==> src/rtl/i2c_arb_pkg.sv <==
// i2c_arb_pkg: shared state encoding and field widths for the I2C transaction arbiter.
package i2c_arb_pkg;
  localparam int ADDR_W = 7;
  localparam int DATA_W = 8;
  typedef enum logic [1:0] {IDLE = 2'd0, LAUNCH = 2'd1, RUN = 2'd2, DONE = 2'd3} state_t;
endpackage

==> src/rtl/i2c_rr_pick.sv <==
// i2c_rr_pick: combinational round-robin picker, first set request at/after ptr with wrap.
module i2c_rr_pick #(
  parameter int N  = 4,
  parameter int IW = $clog2(N)
) (
  input  logic [N-1:0]  req,
  input  logic [IW-1:0] ptr,
  output logic [N-1:0]  grant,
  output logic [IW-1:0] idx,
  output logic          any
);
  int j;
  always_comb begin
    idx = '0;
    j = 0;
    for (int i = N - 1; i >= 0; i--) begin
      j = int'(ptr) + i - ((int'(ptr) + i >= N) ? N : 0);
      if (req[j[IW-1:0]]) idx = j[IW-1:0];
    end
  end
  assign any = |req;
  assign grant = any ? N'(1) << idx : '0;
endmodule

==> src/rtl/i2c_txn_arbiter.sv <==
// i2c_txn_arbiter: round-robin sharing of one I2C byte-write core among NUM_REQ requesters.
// Optional watchdog enabled by defining I2C_ARB_TIMEOUT_EN.
module i2c_txn_arbiter
  import i2c_arb_pkg::*;
#(
  parameter int NUM_REQ     = 4,
  parameter int TIMEOUT_CYC = 1024
) (
  input  logic                      clk,
  input  logic                      rst,
  input  logic [NUM_REQ-1:0]        req_valid,
  input  logic [ADDR_W*NUM_REQ-1:0] req_addr,
  input  logic [DATA_W*NUM_REQ-1:0] req_data,
  input  logic [NUM_REQ-1:0]        req_rw,
  output logic [NUM_REQ-1:0]        req_ready,
  output logic [NUM_REQ-1:0]        rsp_valid,
  output logic                      rsp_err,
  output logic                      core_enable,
  output logic [ADDR_W-1:0]         core_addr,
  output logic [DATA_W-1:0]         core_data,
  output logic                      core_rw,
  input  logic                      core_busy,
  input  logic                      core_nack
);
  localparam int IW = $clog2(NUM_REQ);
  state_t state_q, state_d;
  logic [IW-1:0] ptr_q, gidx_q, pick_idx;
  logic [NUM_REQ-1:0] pick_oh;
  logic any, fire, to, err_q;
  logic [ADDR_W-1:0] addr_q;
  logic [DATA_W-1:0] data_q;
  logic rw_q;
  i2c_rr_pick #(.N(NUM_REQ)) u_pick (
    .req  (req_valid),
    .ptr  (ptr_q),
    .grant(pick_oh),
    .idx  (pick_idx),
    .any  (any)
  );
  // A core still busy from elsewhere blocks new grants.
  assign fire = !rst && state_q == IDLE && any && !core_busy;
  always_comb begin
    state_d = state_q;
    case (state_q)
      IDLE:    state_d = fire ? LAUNCH : IDLE;
      LAUNCH:  state_d = to ? DONE : core_busy ? RUN : LAUNCH;
      RUN:     state_d = (to || !core_busy) ? DONE : RUN;
      default: state_d = IDLE;
    endcase
  end
`ifdef I2C_ARB_TIMEOUT_EN
  localparam int CW = $clog2(TIMEOUT_CYC + 1);
  logic [CW-1:0] cnt_q;
  always_ff @(posedge clk or posedge rst) begin
    if (rst) cnt_q <= '0;
    else if (fire) cnt_q <= '0;
    else if (core_enable) cnt_q <= cnt_q + 1'b1;
  end
  assign to = core_enable && cnt_q == CW'(TIMEOUT_CYC - 1);
`else
  logic unused_timeout;
  assign unused_timeout = ^TIMEOUT_CYC;
  assign to = 1'b0;
`endif
  always_ff @(posedge clk or posedge rst) begin
    if (rst) begin
      state_q <= IDLE;
      ptr_q   <= '0;
      gidx_q  <= '0;
      addr_q  <= '0;
      data_q  <= '0;
      rw_q    <= 1'b0;
      err_q   <= 1'b0;
    end else begin
      state_q <= state_d;
      if (fire) begin
        gidx_q <= pick_idx;
        addr_q <= req_addr[pick_idx*ADDR_W +: ADDR_W];
        data_q <= req_data[pick_idx*DATA_W +: DATA_W];
        rw_q   <= req_rw[pick_idx];
        err_q  <= 1'b0;
      end else if (to) err_q <= 1'b1;
      else if (state_q == RUN) err_q <= err_q | core_nack;
      if (state_q == DONE) ptr_q <= (gidx_q == IW'(NUM_REQ - 1)) ? '0 : gidx_q + 1'b1;
    end
  end
  assign req_ready   = fire ? pick_oh : '0;
  assign rsp_valid   = state_q == DONE ? NUM_REQ'(1) << gidx_q : '0;
  assign rsp_err     = state_q == DONE && err_q;
  assign core_enable = state_q == LAUNCH || state_q == RUN;
  assign core_addr   = addr_q;
  assign core_data   = data_q;
  assign core_rw     = rw_q;
endmodule
==> config.mk <==
export PLATFORM = sky130hd
export DESIGN_NAME = i2c_txn_arbiter
export DESIGN_NICKNAME = d
export VERILOG_FILES = /design/src/rtl/i2c_arb_pkg.sv /design/src/rtl/i2c_rr_pick.sv /design/src/rtl/i2c_txn_arbiter.sv
export SDC_FILE = /design/constraint.sdc
export NUM_CORES = 1
export LEC_CHECK = 0
export ABC_CLOCK_PERIOD_IN_PS = 1800
export BUFFER_PORTS_ARGS = -buffer_cell sky130_fd_sc_hd__buf_2
export CORE_MARGIN = 4
export CORE_UTILIZATION = 25
export DETAILED_ROUTE_END_ITERATION = 10
export MAX_ROUTING_LAYER = met4
export PLACE_DENSITY = 0.54
export SYNTH_ARGS = -nofsm -noshare
export SYNTH_HDL_FRONTEND = slang
export SYNTH_SLANG_ARGS = --single-unit
export TNS_END_PERCENT = 100
==> constraint.sdc <==
create_clock -name clk -period 1.8 [get_ports clk]
set_input_delay 0.09 -clock clk [delete_from_list [all_inputs] [get_ports clk]]
set_output_delay 0.09 -clock clk [all_outputs]
set_load 0.01 [all_outputs]
### Word level (Yosys, flattened, before mapping)

Cells that the tools add are included.
W data, S select, Z words.

| operators by class | value |
|---|---|
| add/sub/neg operators | 8 |
| multipliers | 1 |
| div/mod/pow operators | 0 |
| $lt $le $gt $ge | 5 |
| equality and inequality tests | 4 |
| shift-type cells | 4 |
| mux-type cells | 24 |
| bitwise logic cells | 1 |
| reductions and logical operators | 10 |

Operators by type and width:

| kind | count |
|---|---|
| $shiftx A32 B6 Y8 | 1 |
| $shiftx A28 B6 Y7 | 1 |
| $lt A2 B3 Y1 const B | 5 |
| $mux W2 | 6 |
| $mux W4 | 3 |
| $bmux W1 S2 | 5 |
| $mux W1 | 9 |
| $shl A1 B2 Y4 const A | 2 |
| $sub A2 B2 Y2 const B | 4 |
| $eq A2 B2 Y1 const B | 3 |
| $pmux W2 S3 | 1 |
| $mul A2 B3 Y5 const B | 1 |
| $add A2 B1 Y2 const B | 2 |
| $add A2 B2 Y2 const B | 2 |
| $logic_and A1 B1 Y1 | 4 |
| $reduce_or A4 Y1 | 1 |
| $eq A2 B1 Y1 const B | 1 |
| $logic_not A1 Y1 | 2 |
| $logic_not A2 Y1 | 1 |
| $reduce_bool A2 Y1 | 1 |
| $logic_or A1 B1 Y1 | 1 |
| $or A1 B1 Y1 | 1 |

| storage, ports and cells | value |
|---|---|
| register bits after elaboration | 23 |
| latch bits | 0 |
| RAM bits | 0 |
| bits in read-only memories | 0 |
| input port bits | 72 |
| output and inout port bits | 26 |
| word-level logic and storage cells | 64 |
| memories kept | 0 |

### Longest topological paths before layout

Gate-level depths: netlist (run 1).

| logic depth | value |
|---|---|
| depth in word-level cells | 11 |
| depth in mapped cells | 7 |
| gate-level depth less buffers | 6 |

### Cells and area by module

From an unflattened synthesis (run 1), not the netlist that was laid out.

| second synthesis, totals | value |
|---|---|
| cell total of the unflattened synthesis | 130 |
| area total of the unflattened synthesis | 1,732.9 um^2 |

By module, submodules not included:

| module | times used | cells an instance | area each (um^2) | seq. area each (um^2) |
|---|---|---|---|---|
| i2c_txn_arbiter | 1 | 97 | 1,521.5 | 575.6 |
| i2c_rr_pick | 1 | 33 | 211.5 | 0.0 |

### Worst setup path before layout (run 1)

No wires, ideal clock.

| timing path | value |
|---|---|
| path kind | register to register |
| start | register ptr_q[1] |
| end | register addr_q[2], in the netlist core_addr[2] |
| library setup time | 0.163 ns |
| data arrival time | 1.457 ns |
| required time | 1.637 ns |
| setup slack | 0.179 ns |
| stages on the path, launching flop included | 8 |
| buffers on the path | 2 |
| clock period less this slack | 1.621 ns |
| cell sequence | dfrtp_1 -> a21boi_0 -> o22a_1 -> buf_6 -> nand2_8 -> buf_6 -> a211oi_1 -> a211oi_1 |

| on the way | value |
|---|---|
| cells in the longest elaborated chain, start to end | 10 |
| elaborated cells between the ends (all ways) | 21 |
| those cells by class | add/sub (7); mul (1); shift (1); mux (12) |

RTL lines:

| what | RTL line | RTL |
|---|---|---|
| from (decl) | i2c_txn_arbiter.sv:27 | `logic [IW-1:0] ptr_q, gidx_q, pick_idx;` |
| from (signal assigned) | i2c_txn_arbiter.sv:84 | `if (state_q == DONE) ptr_q <= (gidx_q == IW'(NUM_REQ - 1)) ? '0 : gidx_q + 1'b1;` |
| $add A2 B2 Y2 | -- |  |
| $sub A2 B2 Y2 | i2c_rr_pick.sv:17 | `j = int'(ptr) + i - ((int'(ptr) + i >= N) ? N : 0);` |
| $bmux W1 S2 | i2c_rr_pick.sv:18 | `if (req[j[IW-1:0]]) idx = j[IW-1:0];` |
| $mux W1 (implied by the code) | i2c_rr_pick.sv:18 |  |
| $mux W2 (3 in series) | i2c_rr_pick.sv:18 |  |
| $mux W2 (*) | i2c_rr_pick.sv:18 |  |
| $mul A2 B3 Y5 (*) | i2c_txn_arbiter.sv:78 | `addr_q <= req_addr[pick_idx*ADDR_W +: ADDR_W];` |
| $shiftx A28 B6 Y7 (*) | i2c_txn_arbiter.sv:78 |  |
| to (signal assigned) | i2c_txn_arbiter.sv:78 |  |
| to (decl) | i2c_txn_arbiter.sv:30 | `logic [ADDR_W-1:0] addr_q;` |

Every way passes the cells marked *; elsewhere a longest branch is shown, timed or not. The select of a mux whose other input is x is not followed.
A chain may end at the register's enable or synchronous reset.

### Worst setup path in the final report (run 1)

| timing path | value |
|---|---|
| start | register ptr_q[1] |
| end | output port req_ready[1] |

| on the way | value |
|---|---|
| cells in the longest elaborated chain, start to end | 11 |
| elaborated cells between the ends (all ways) | 22 |
| those cells by class | add/sub (7); shift (1); mux (14) |

RTL lines:

| what | RTL line | RTL |
|---|---|---|
| $add A2 B2 Y2 | -- |  |
| $sub A2 B2 Y2 | i2c_rr_pick.sv:17 |  |
| $bmux W1 S2 | i2c_rr_pick.sv:18 |  |
| $mux W1 (implied by the code) | i2c_rr_pick.sv:18 |  |
| $mux W2 (3 in series) | i2c_rr_pick.sv:18 |  |
| $mux W2 (*) | i2c_rr_pick.sv:18 |  |
| $shl A1 B2 Y4 (*) | i2c_rr_pick.sv:22 | `assign grant = any ? N'(1) << idx : '0;` |
| $mux W4 (*) | i2c_rr_pick.sv:22 |  |
| $mux W4 (*) | i2c_txn_arbiter.sv:87 | `assign req_ready = fire ? pick_oh : '0;` |
| to (decl) | i2c_txn_arbiter.sv:15 | `output logic [NUM_REQ-1:0] req_ready,` |

Marks and branches as above.

==> summary.md, run 1 <==
| Metric | Value |
|---|---|
| Status | `finished, final reports clean` |
| CP arrival | `1650 ps` |
| Critical R2R Launch | `ptr_q[1]` |
| Max Cap Viol | `0` |
| Syn. warnings | `0` |
| Via/cell ratio | `4.74` |
| Family with the most delay on the worst path | `flip-flops` |
| Final WL | `5470 µm` |
| H-Tree Depth | `1` |
| RSZ-0062 raised after global routing | `true` |
| CTS Sinks | `23` |
| Hold slack | `61.4 ps` |
| Startpoint Class | `flop` |
| NumNets Final | `379` |
| Hold depth | `3` |
| Share of the synthesized area in the top cell type | `0.353` |
| 1st-iter DRT viols | `64` |
| Finished Layout Cells | `375` |
| Post-Syn Area | `1630 µm²` |
| Core Region | `6350 µm²` |
| Peak supply drop | `0.545 mV` |
| Total GRT Usage | `0.144` |
| WS Path Type | `flop to primary output` |
| Die ar. | `7880 µm²` |
| Total CTS buffers | `3` |
| Cells after synthesis | `176` |
| CP Capture Type | `primary output` |
| Worst Hold End | `err_q` |
| DR vias | `1776` |
| Clock Tree Buf Depth | `2` |
| CP Buf/Inv Count | `1` |
| I/O pins | `98` |
| Relative slew slack | `0.729` |
| PwrDens | `1220 nW/µm²` |
| Area Growth Syn to Fin | `56.6%` |
| Worst Hold Class | `input port to flop` |
| DP Wirelength | `3950 µm` |
| Routed len/inst | `14.6 µm` |
| CTS clk-pin slew, worst paths | `90 ps` |
| Clock Root Buffer | `clkbuf_8` |
| Period utilisation layout | `0.969` |
| Largest net degree at the start of global routing | `24` |
| Layout cells sized above 1 | `0.530` |
| Number of core rows | `29` |
| CTS tree | `yes` |
| Crit-path max FO | `9` |
| Skew-Pair Late Insertion Delay | `270 ps` |
| Die W | `88.8 µm` |
| Pre-CTS WS | `-308 ps` |
| Initial core utilization | `0.257` |
| Fillers | `668` |
| Placed Instances | `354` |
| Synth Register Bits | `23` |
| Port bufs | `97` |
| Crit-path cells | `mux2i_2, o22a_2, nand2_8, nor2_1, buf_2` |
| Antenna violations before repair | `0` |
| Tmin final | `1740 ps` |
| DRC | `0` |
| Clock Skews | `11.3 ps` |
| Final setup fails | `0` |
| Synth async-reset ratio | `1.00` |
| Diodes inserted | `0` |
| Drt pass-1 iters | `4` |
| ANT nets after route | `0` |
| Slowest stage delay, CP | `440 ps` |
| Netlist cell types | `31` |
| FF/Latch Area | `577 µm²` |
| Slowest CP cell | `dfrtp_2` |
| Reg2Reg Depth | `6` |
| Setup ws final | `55.5 ps` |
| First-pass GRT wire length | `8570 µm` |
| Syn Area/Cell | `9.26 µm²` |
| Post-synthesis net count | `256` |
| RR Endpoint | `core_addr[6]` |
| Placer Congestion | `0.755` |
| CP startpoint | `ptr_q[1]` |
| Final Util | `0.402` |
| Multi-input gate area | `1080 µm²` |
| Actual slew at the worst max-slew pin | `405 ps` |
| Hold Vio Cnt, Final | `0` |
| Ys flop type | `dfrtp_1` |
| Worst hold start | `core_nack` |
| Final Max Tran Viols | `0` |
| Leakage power | `1.30 nW` |
| Post-synth EDFFs | `0` |
| Setup slack, reg-to-reg | `70 ps` |
| Synth top area cells | `dfrtp_1 35%, mux2i_1 10%, a211oi_1 8.3%` |
| GR Overflow Total | `0` |
| CP Data Required Time | `1710 ps` |
| Die height | `88.8 µm` |
| F_max | `573 MHz` |
| Synth area leader | `dfrtp_1` |
| Vias in the first global route | `1753` |
| Sequential share of the synthesized area | `0.353` |
==> layout make-up <==
class | count | share of cell area
multi-input cells | 138 | 0.422
clock inverters | 1 | 0.00196
well taps | 77 | 0.0377
flip-flops and latches | 23 | 0.226
clock buffers | 3 | 0.0162
repair buffers | 127 | 0.287
inverters | 6 | 0.00882
==> stage by stage <==
stage / setup TNS [ps] / area, µm² / total power, mW
2_1_floorplan: 0 / 1630 / 1.89
3_3_place_gp: -1240 / 2260 / 2.46
3_5_place_dp: -2570 / 2260 / 2.48
4_1_cts: 0 / 2390 / 2.90
5_1_grt: -178 / 2550 / 3.39
6_report: 0 / 2550 / 3.13
==> report_power, final <==
part	leakage (nW)	total (mW)	internal (mW)	switching [mW]
clock	0.0255	0.324	0.154	0.170
sequential	0.270	0.926	0.763	0.163
combinational	1.01	1.88	0.927	0.948
total	1.30	3.13	1.85	1.28
==> tightest hold or removal path, cell delays in order <==
cell	delay, ps
buf_2	80
a21oi_1	60
nor2_1	70
==> Yosys cell counts, types with 2 or more instances <==
cell type	n
a211oi_1	18
a21o_1	7
a21oi_1	3
and2_1	6
and3_1	10
buf_6	4
clkbuf_1	5
dfrtp_1	23
ha_1	8
inv_1	6
mux2_2	2
mux2i_1	17
nand2_1	10
nand3_1	9
nor2_1	18
o211ai_1	7
o21ai_0	9
==> state kept, by name (all words and copies together) (netlist names) <==
signal and flops:
gidx_q 2, core_data 8, core_addr 7, err_q 1
core_rw 1, ptr_q 2, state_q 2
==> layout by cell type, fill, tap and decap left out, types with 2 or more instances in the layout <==
master,instances
a211oi_1,16
a211oi_2,2
a21o_1,7
a21oi_1,2
and2_1,5
and3_1,10
buf_2,97
buf_4,26
buf_6,2
clkbuf_8,3
dfrtp_1,22
ha_1,7
inv_1,4
inv_2,2
mux2_2,2
mux2i_1,16
nand2_1,8
nand2_4,2
nand3_1,8
nor2_1,15
nor2_2,3
o211ai_1,7
o21ai_0,9
==> cell families (layout without fill, tap and decap cells) <==
group,count (synthesis),count (layout),share of synthesized area
AND/OR/NAND/NOR,59,60,0.185
buffers and inverters,16,137,0.0560
flip-flops,23,23,0.353
AO/OA/AOI/OAI,51,51,0.226
adder cells (fa/ha/maj),8,8,0.0614
multiplexers,19,19,0.118
==> layer usage <==
metal / GRT usage / vias to the layer above / wire length, µm / share of wire
met5: - / - / 0 / 0
met4: 0.0343 / 0 / 55 / 0.010
met3: 0.0186 / 4 / 297 / 0.054
met2: 0.239 / 61 / 2700 / 0.49
met1: 0.186 / 827 / 2420 / 0.44
li1: - / 884 / - / -
==> how the worst max path moves through the flow <==
stage	to	slack, ps	cells past startpoint
after floorplan	core_addr[2]	180	7
after global placement	core_addr[4]	-140	5
after detailed placement	core_data[3]	-310	5
after CTS	core_data[3]	3	6
after global routing	req_ready[2]	-30	6
final	req_ready[1]	60	5
==> repair_timing <==
item / in CTS / in global routing
setup buffers: 8 / 10
pin swaps: 5 / 9
hold buffers: 1 / 0
gates resized for setup: 5 / 25
cloned: 1 / 0
hold endpoints to repair: 23 / 0
setup endpoints to repair: 13 / 13
(Power assumes the default switching activity.)
==> inputs of run 2 (changes only) <==
--- a/config.mk
+++ b/config.mk
@@ -12,6 +12,7 @@
 export DETAILED_ROUTE_END_ITERATION = 10
 export MAX_ROUTING_LAYER = met4
 export PLACE_DENSITY = 0.54
+export REMOVE_ABC_BUFFERS = 1
 export SYNTH_ARGS = -nofsm -noshare
 export SYNTH_HDL_FRONTEND = slang
 export SYNTH_SLANG_ARGS = --single-unit
==> constraint.sdc (replaced) <==
create_clock -name clk -period 1.8 [get_ports clk]
set_input_delay 0.18 -clock clk [delete_from_list [all_inputs] [get_ports clk]]
set_output_delay 0.18 -clock clk [all_outputs]
set_load 0.01 [all_outputs]
==> summary.md, run 2 (same netlist as run 1, synthesis figures left out) <==
| Metric | Value |
|---|---|
| Routed len/inst | `14.8 µm (+1.4%)` |
| DR vias | `1773 (-0.17%)` |
| Skew-Pair Late Insertion Delay | `270 ps (about the same)` |
| F_max | `547 MHz (-4.6%)` |
| Family with the most delay on the worst path | `flip-flops` |
| Startpoint Class | `flop` |
| Slowest stage delay, CP | `440 ps (about the same)` |
| RR Endpoint | `core_addr[2]` |
| Vias in the first global route | `1704 (-2.8%)` |
| PwrDens | `1220 nW/µm² (-0.57%)` |
| Relative slew slack | `0.523 (-0.206)` |
| Actual slew at the worst max-slew pin | `712 ps (+306 ps)` |
| Total GRT Usage | `0.142 (-0.00238)` |
| Core Region | `6350 µm² (unchanged)` |
| CP arrival | `1650 ps (about the same)` |
| Setup slack, reg-to-reg | `0 ps (-70 ps)` |
| Period utilisation layout | `1.02 (+0.0463)` |
| CTS Sinks | `23 (unchanged)` |
| H-Tree Depth | `1 (unchanged)` |
| Diodes inserted | `0 (unchanged)` |
| Via/cell ratio | `4.72 (-0.43%)` |
| Failing checks | `negative setup slack` |
| WS Path Type | `flop to primary output` |
| ANT nets after route | `0 (unchanged)` |
| Pwr Total | `3.20 mW (+2.5%)` |
| Die ar. | `7880 µm² (unchanged)` |
| Pre-CTS WS | `-186 ps (+122 ps)` |
| GR Overflow Total | `0 (unchanged)` |
| CP endpoint | `req_ready[1]` |
| Max reg flops | `8 (unchanged)` |
| Die height | `88.8 µm (unchanged)` |
| Total CTS buffers | `3 (unchanged)` |
| Max Cap Viol | `0 (unchanged)` |
| Most frequent cells in the layout | `97 x buf_2, 27 x buf_4, 22 x dfrtp_1, 16 x nor2_1, 15 x mux2i_1` |
| Hold Vio Cnt, Final | `0 (unchanged)` |
| CTS clk-pin slew, worst paths | `90 ps (about the same)` |
| Crit-path cells | `mux2i_2, o22a_1, buf_12, nand2_8, nor2_2, buf_2` |
| Placer Congestion | `0.823 (+9.0%)` |
| 1st-iter DRT viols | `66 (+3.1%)` |
| Clock Root Buffer | `clkbuf_8` |
| Clock Skews | `4.74 ps (-6.53 ps)` |
| Die W | `88.8 µm (unchanged)` |
| CP startpoint | `ptr_q[1]` |
| RSZ-0062 raised after global routing | `true` |
| Reg2Reg Depth | `7 (+1)` |
| CP Data Required Time | `1620 ps (-90 ps)` |
| Stages on the worst setup path | `6 (+1)` |
| CP Capture Type | `primary output` |
| Tmin final | `1830 ps (+83.4 ps)` |
| Commonest non-fill, non-tap cell in the layout | `buf_2` |
| Worst Hold Class | `input port to flop` |
| Largest net degree at the start of global routing | `24 (unchanged)` |
| CTS tree | `yes` |
| Initial core utilization | `0.257 (unchanged)` |
| First-pass GRT wire length | `8360 µm (-2.4%)` |
| Setup ws final | `-27.8 ps (-83.4 ps)` |
| Status | `finished, violations left` |
| Slowest CP cell | `dfrtp_2` |
| Crit-path max FO | `6 (-3)` |
| Clock Tree Buf Depth | `2 (unchanged)` |
| CP Buf/Inv Count | `2 (+1)` |
| DRC | `0 (unchanged)` |
| NumNets Final | `380 (+0.26%)` |
| DP Wirelength | `3890 µm (-1.4%)` |
| Critical R2R Launch | `ptr_q[1]` |
| Layout cells sized above 1 | `0.555 (+0.0250)` |
| Final Max Tran Viols | `0 (unchanged)` |
| Fillers | `648 (-3.0%)` |
| Antenna violations before repair | `0 (unchanged)` |
| Area Growth Syn to Fin | `61.5%` |
| Final WL | `5560 µm (+1.7%)` |
| Port bufs | `97 (unchanged)` |
| Leakage power | `1.31 nW (+0.26%)` |
| I/O pins | `98 (unchanged)` |
| Final setup fails | `3 (+3)` |
| Peak supply drop | `0.548 mV (+0.61%)` |
| Number of core rows | `29 (unchanged)` |
| Drt pass-1 iters | `4 (unchanged)` |
[run 2: cell count changes in the layout (fill, tap and decap cells not counted), sizes merged]
cell and change:
buf +1
[run 2: cell type report]
| class | count | area [µm²] | area share |
|---|---|---|---|
| Multi-Input combinational cell | 138 | 1130 | 0.430 |
| Clock buffer | 3 | 41.3 | 0.0157 |
| Inverter | 6 | 22.5 | 0.00856 |
| Clock inverter | 1 | 5.00 | 0.00190 |
| Timing Repair Buffer | 128 | 758 | 0.288 |
| Tap cell | 77 | 96.3 | 0.0366 |
| Sequential cell | 23 | 577 | 0.219 |
[run 2: worst reg2reg max path, cell delays in order (launching register included)]
cell and delay (ps):
dfrtp_2 440, mux2i_2 290, o22a_1 220, buf_12 140
buf_4 170, and3_1 200, a211oi_2 40, a211oi_1 210
[run 2: repair_timing]
action / 4_1_cts / 5_1_grt
hold buffers: 1 / 0
endpoints found under the hold margin: 23 / 0
setup buffers: 9 / 5
setup endpoints to repair: 13 / 20
pin swaps: 7 / 8
gates resized for setup: 12 / 23
cloned: 1 / 0
[run 2: through the flow]
step | hold slack (ps) | cells | util | TNS (ps) | instance area [µm²]
after global routing | 181 | 376 | 0.415 | -910 | 2630
after floorplan | 182 | 166 | - | -93.9 | 1560
after CTS | 151 | 371 | 0.391 | -50.9 | 2480
after global placement | 253 | 356 | 0.360 | -818 | 2290
final | 160 | 376 | 0.415 | -70.5 | 2630
after detailed placement | 262 | 356 | 0.360 | -1530 | 2290
[run 2: worst min-delay path by stage]
stage	startpoint	cells after the start	slack, ps	to
floorplan	rst	1	180	core_addr[0]
global placement	rst	3	250	state_q[1]
detailed placement	rst	3	260	state_q[1]
CTS	core_nack	3	150	err_q
global route	core_nack	3	180	err_q
finish	core_nack	3	160	err_q
[run 2: report_power, final]
part	internal, mW	leakage [nW]	switching [mW]	total (mW)
logic	0.957	1.01	0.996	1.95
clock network	0.155	0.0255	0.172	0.326
registers	0.764	0.270	0.162	0.925
[run 2: per-layer routing]
layer | vias up | wire length, µm | global-route usage
met3 | 5 | 317 | 0.0214
li1 | 890 | - | -
met5 | - | 0 | -
met4 | 0 | 45 | 0.0330
met1 | 824 | 2440 | 0.187
met2 | 54 | 2770 | 0.229
==> inputs of run 3 (changes only) <==
--- a/config.mk
+++ b/config.mk
@@ -6,12 +6,12 @@
 export NUM_CORES = 1
 export LEC_CHECK = 0
 export ABC_CLOCK_PERIOD_IN_PS = 1800
-export BUFFER_PORTS_ARGS = -buffer_cell sky130_fd_sc_hd__buf_2
 export CORE_MARGIN = 4
-export CORE_UTILIZATION = 25
+export CORE_UTILIZATION = 63
 export DETAILED_ROUTE_END_ITERATION = 10
+export DONT_BUFFER_PORTS = 1
 export MAX_ROUTING_LAYER = met4
-export PLACE_DENSITY = 0.54
+export PLACE_DENSITY = 0.82
 export REMOVE_ABC_BUFFERS = 1
 export SYNTH_ARGS = -nofsm -noshare
 export SYNTH_HDL_FRONTEND = slang
==> summary.md, run 3 (same netlist as run 1, synthesis figures left out) <==
| Metric | Value |
|---|---|
| Setup ws final | `-33.9 ps (-6.09 ps)` |
| CTS Sinks | `23 (unchanged)` |
| Drt pass-1 iters | `5 (+1)` |
| Max reg flops | `8 (unchanged)` |
| PwrDens | `1400 nW/µm² (+15%)` |
| F_max | `545 MHz (-0.33%)` |
| DRC | `0 (unchanged)` |
| Die ar. | `3470 µm² (-56%)` |
| Max Cap Viol | `0 (unchanged)` |
| Core Region | `2480 µm² (-61%)` |
| Clock Root Buffer | `clkbuf_4` |
| Most frequent cells in the layout | `22 x dfrtp_1, 20 x buf_4, 13 x nor2_1, 13 x mux2i_1, 11 x a211oi_2` |
| NumNets Final | `279 (-27%)` |
| I/O pins | `98 (unchanged)` |
| CP arrival | `1650 ps (about the same)` |
| Period utilisation layout | `1.02 (+0.00338)` |
| Tmin final | `1830 ps (+6.09 ps)` |
| Startpoint Class | `flop` |
| Crit-path cells | `nand2_2, a311oi_4, or3_4, nor2_4` |
| Via/cell ratio | `6.92 (+47%)` |
| Slowest CP cell | `dfrtp_2` |
| Status | `finished, violations left` |
| Largest net degree at the start of global routing | `24 (unchanged)` |
| DR vias | `1577 (-11%)` |
| Initial core utilization | `0.658 (+0.401)` |
| Slowest stage delay, CP | `490 ps (+50 ps)` |
| Hold Vio Cnt, Final | `0 (unchanged)` |
| Routed len/inst | `22.3 µm (+51%)` |
| Fillers | `133 (-79%)` |
| Final Util | `0.847 (+0.432)` |
| ANT nets after route | `0 (unchanged)` |
| Final setup fails | `6 (+3)` |
| 1st-iter DRT viols | `81 (+23%)` |
| RSZ-0062 raised after global routing | `true` |
| WS Path Type | `flop to primary output` |
| CTS clk-pin slew, worst paths | `130 ps (+40 ps)` |
| H-Tree Depth | `1 (unchanged)` |
| Worst Hold Class | `input port to flop` |
| Actual slew at the worst max-slew pin | `899 ps (+187 ps)` |
| Skew-Pair Late Insertion Delay | `320 ps (+50 ps)` |
| Commonest non-fill, non-tap cell in the layout | `dfrtp_1` |
| Placer Congestion | `0.814 (-1.1%)` |
| Switching pwr | `1.31 mW (-1.4%)` |
| Vias in the first global route | `1521 (-11%)` |
| Die W | `58.9 µm (-34%)` |
| Sequential Power Share | `0.358 (+0.069)` |
| Peak supply drop | `1.08 mV (+97%)` |
| Total GRT Usage | `0.273 (+0.131)` |
| CTS tree | `yes` |
| GR Overflow Total | `0 (unchanged)` |
| CP Data Required Time | `1620 ps (about the same)` |
| Diodes inserted | `0 (unchanged)` |
| Clock Tree Buf Depth | `2 (unchanged)` |
| Area Growth Syn to Fin | `28.7%` |
| Total CTS buffers | `3 (unchanged)` |
| Final WL | `5090 µm (-8.5%)` |
| First-pass GRT wire length | `7030 µm (-16%)` |
| Port bufs | `0 (-100%)` |
| Number of core rows | `18 (-38%)` |
| Failing checks | `negative setup slack` |
| Leakage power | `0.867 nW (-34%)` |
| Relative slew slack | `0.400 (-0.123)` |
| Final Max Tran Viols | `0 (unchanged)` |
| Die height | `58.9 µm (-34%)` |
| Clock power share | `0.085 (-0.017)` |
| Switching share of power | `0.445 (+0.0298)` |
| P_int | `1.64 mW (-13%)` |
| Setup TNS | `-139 ps (-68.3 ps)` |
| Crit-path max FO | `5 (-1)` |
| Combinational share of power | `0.557 (-0.052)` |
| Layout cells sized above 1 | `0.394 (-0.161)` |
| Antenna violations before repair | `0 (unchanged)` |
| Clock Skews | `2.51 ps (-2.23 ps)` |
| DP Wirelength | `3140 µm (-19%)` |
| CP Capture Type | `primary output` |
==> run 3: metrics by stage <==
step | hold WS (ps) | instances | setup slack, ps | power [mW] | cell area (µm²)
floorplan | 182 | 166 | -10.4 | 1.81 | 1560
global placement | 297 | 205 | -5.88 | 2.06 | 1670
detailed placement | 306 | 205 | -95.0 | 2.14 | 1670
CTS | 21.5 | 222 | 1.24 | 2.61 | 1890
global route | 3.49 | 228 | -93.1 | 3.14 | 2100
finish | 4.85 | 228 | -33.9 | 2.95 | 2100
==> run 3: power groups by stage <==
stage | clock (mW) | combinational [mW] | sequential [mW]
finish | 0.250 | 1.64 | 1.05
global route | 0.276 | 1.78 | 1.08
CTS | 0.246 | 1.32 | 1.04
detailed placement | 0 | 1.09 | 1.05
global placement | 0 | 1.03 | 1.04
floorplan | 0 | 0.815 | 0.995
==> run 3: worst max-delay path, delay by kind of cell, from the launching register on <==
family          cells  cell delay [ps]
compound gates      1              110
simple gates        3              720
flops               1              490
==> run 3: area by class of cell <==
type                       count  area, µm²  area share
multi-input combinational    139       1220       0.581
sequential                    23        577       0.275
timing repair buffer          26        216       0.103
tap                           30       37.5      0.0179
clock buffer                   4       26.3      0.0125
inverter                       6       22.5      0.0107
==> run 3: what timing repair did <==
item / in CTS / in global routing
gates cloned: 1 / 1
gates resized for setup: 24 / 34
buffers inserted: 11 / 5
hold buffers: 1 / 0
endpoints found under the hold margin: 23 / 0
endpoints found under the setup margin: 13 / 20
pin swaps: 6 / 27
==> run 3: worst paths after layout <==
path                                end      start  slack, ps  cells past startpoint
max in group asynchronous      ptr_q[1]        rst        720                      2
min                          state_q[1]  core_busy          5                      2
min reg2reg                       err_q      err_q        500                      2
min in group asynchronous    state_q[1]        rst        470                      2
max                        req_ready[3]   ptr_q[1]        -30                      4
max reg2reg                core_addr[4]   ptr_q[1]        -30                      7
==> run 3: metal layers <==
metal | wire, µm | up-vias | global-route usage | share of wire
met5 | 0 | - | - | 0
met4 | 103 | 0 | 0.0744 | 0.020
met3 | 451 | 16 | 0.0461 | 0.089
met2 | 2690 | 115 | 0.494 | 0.53
met1 | 1850 | 754 | 0.309 | 0.36
li1 | - | 692 | - | -
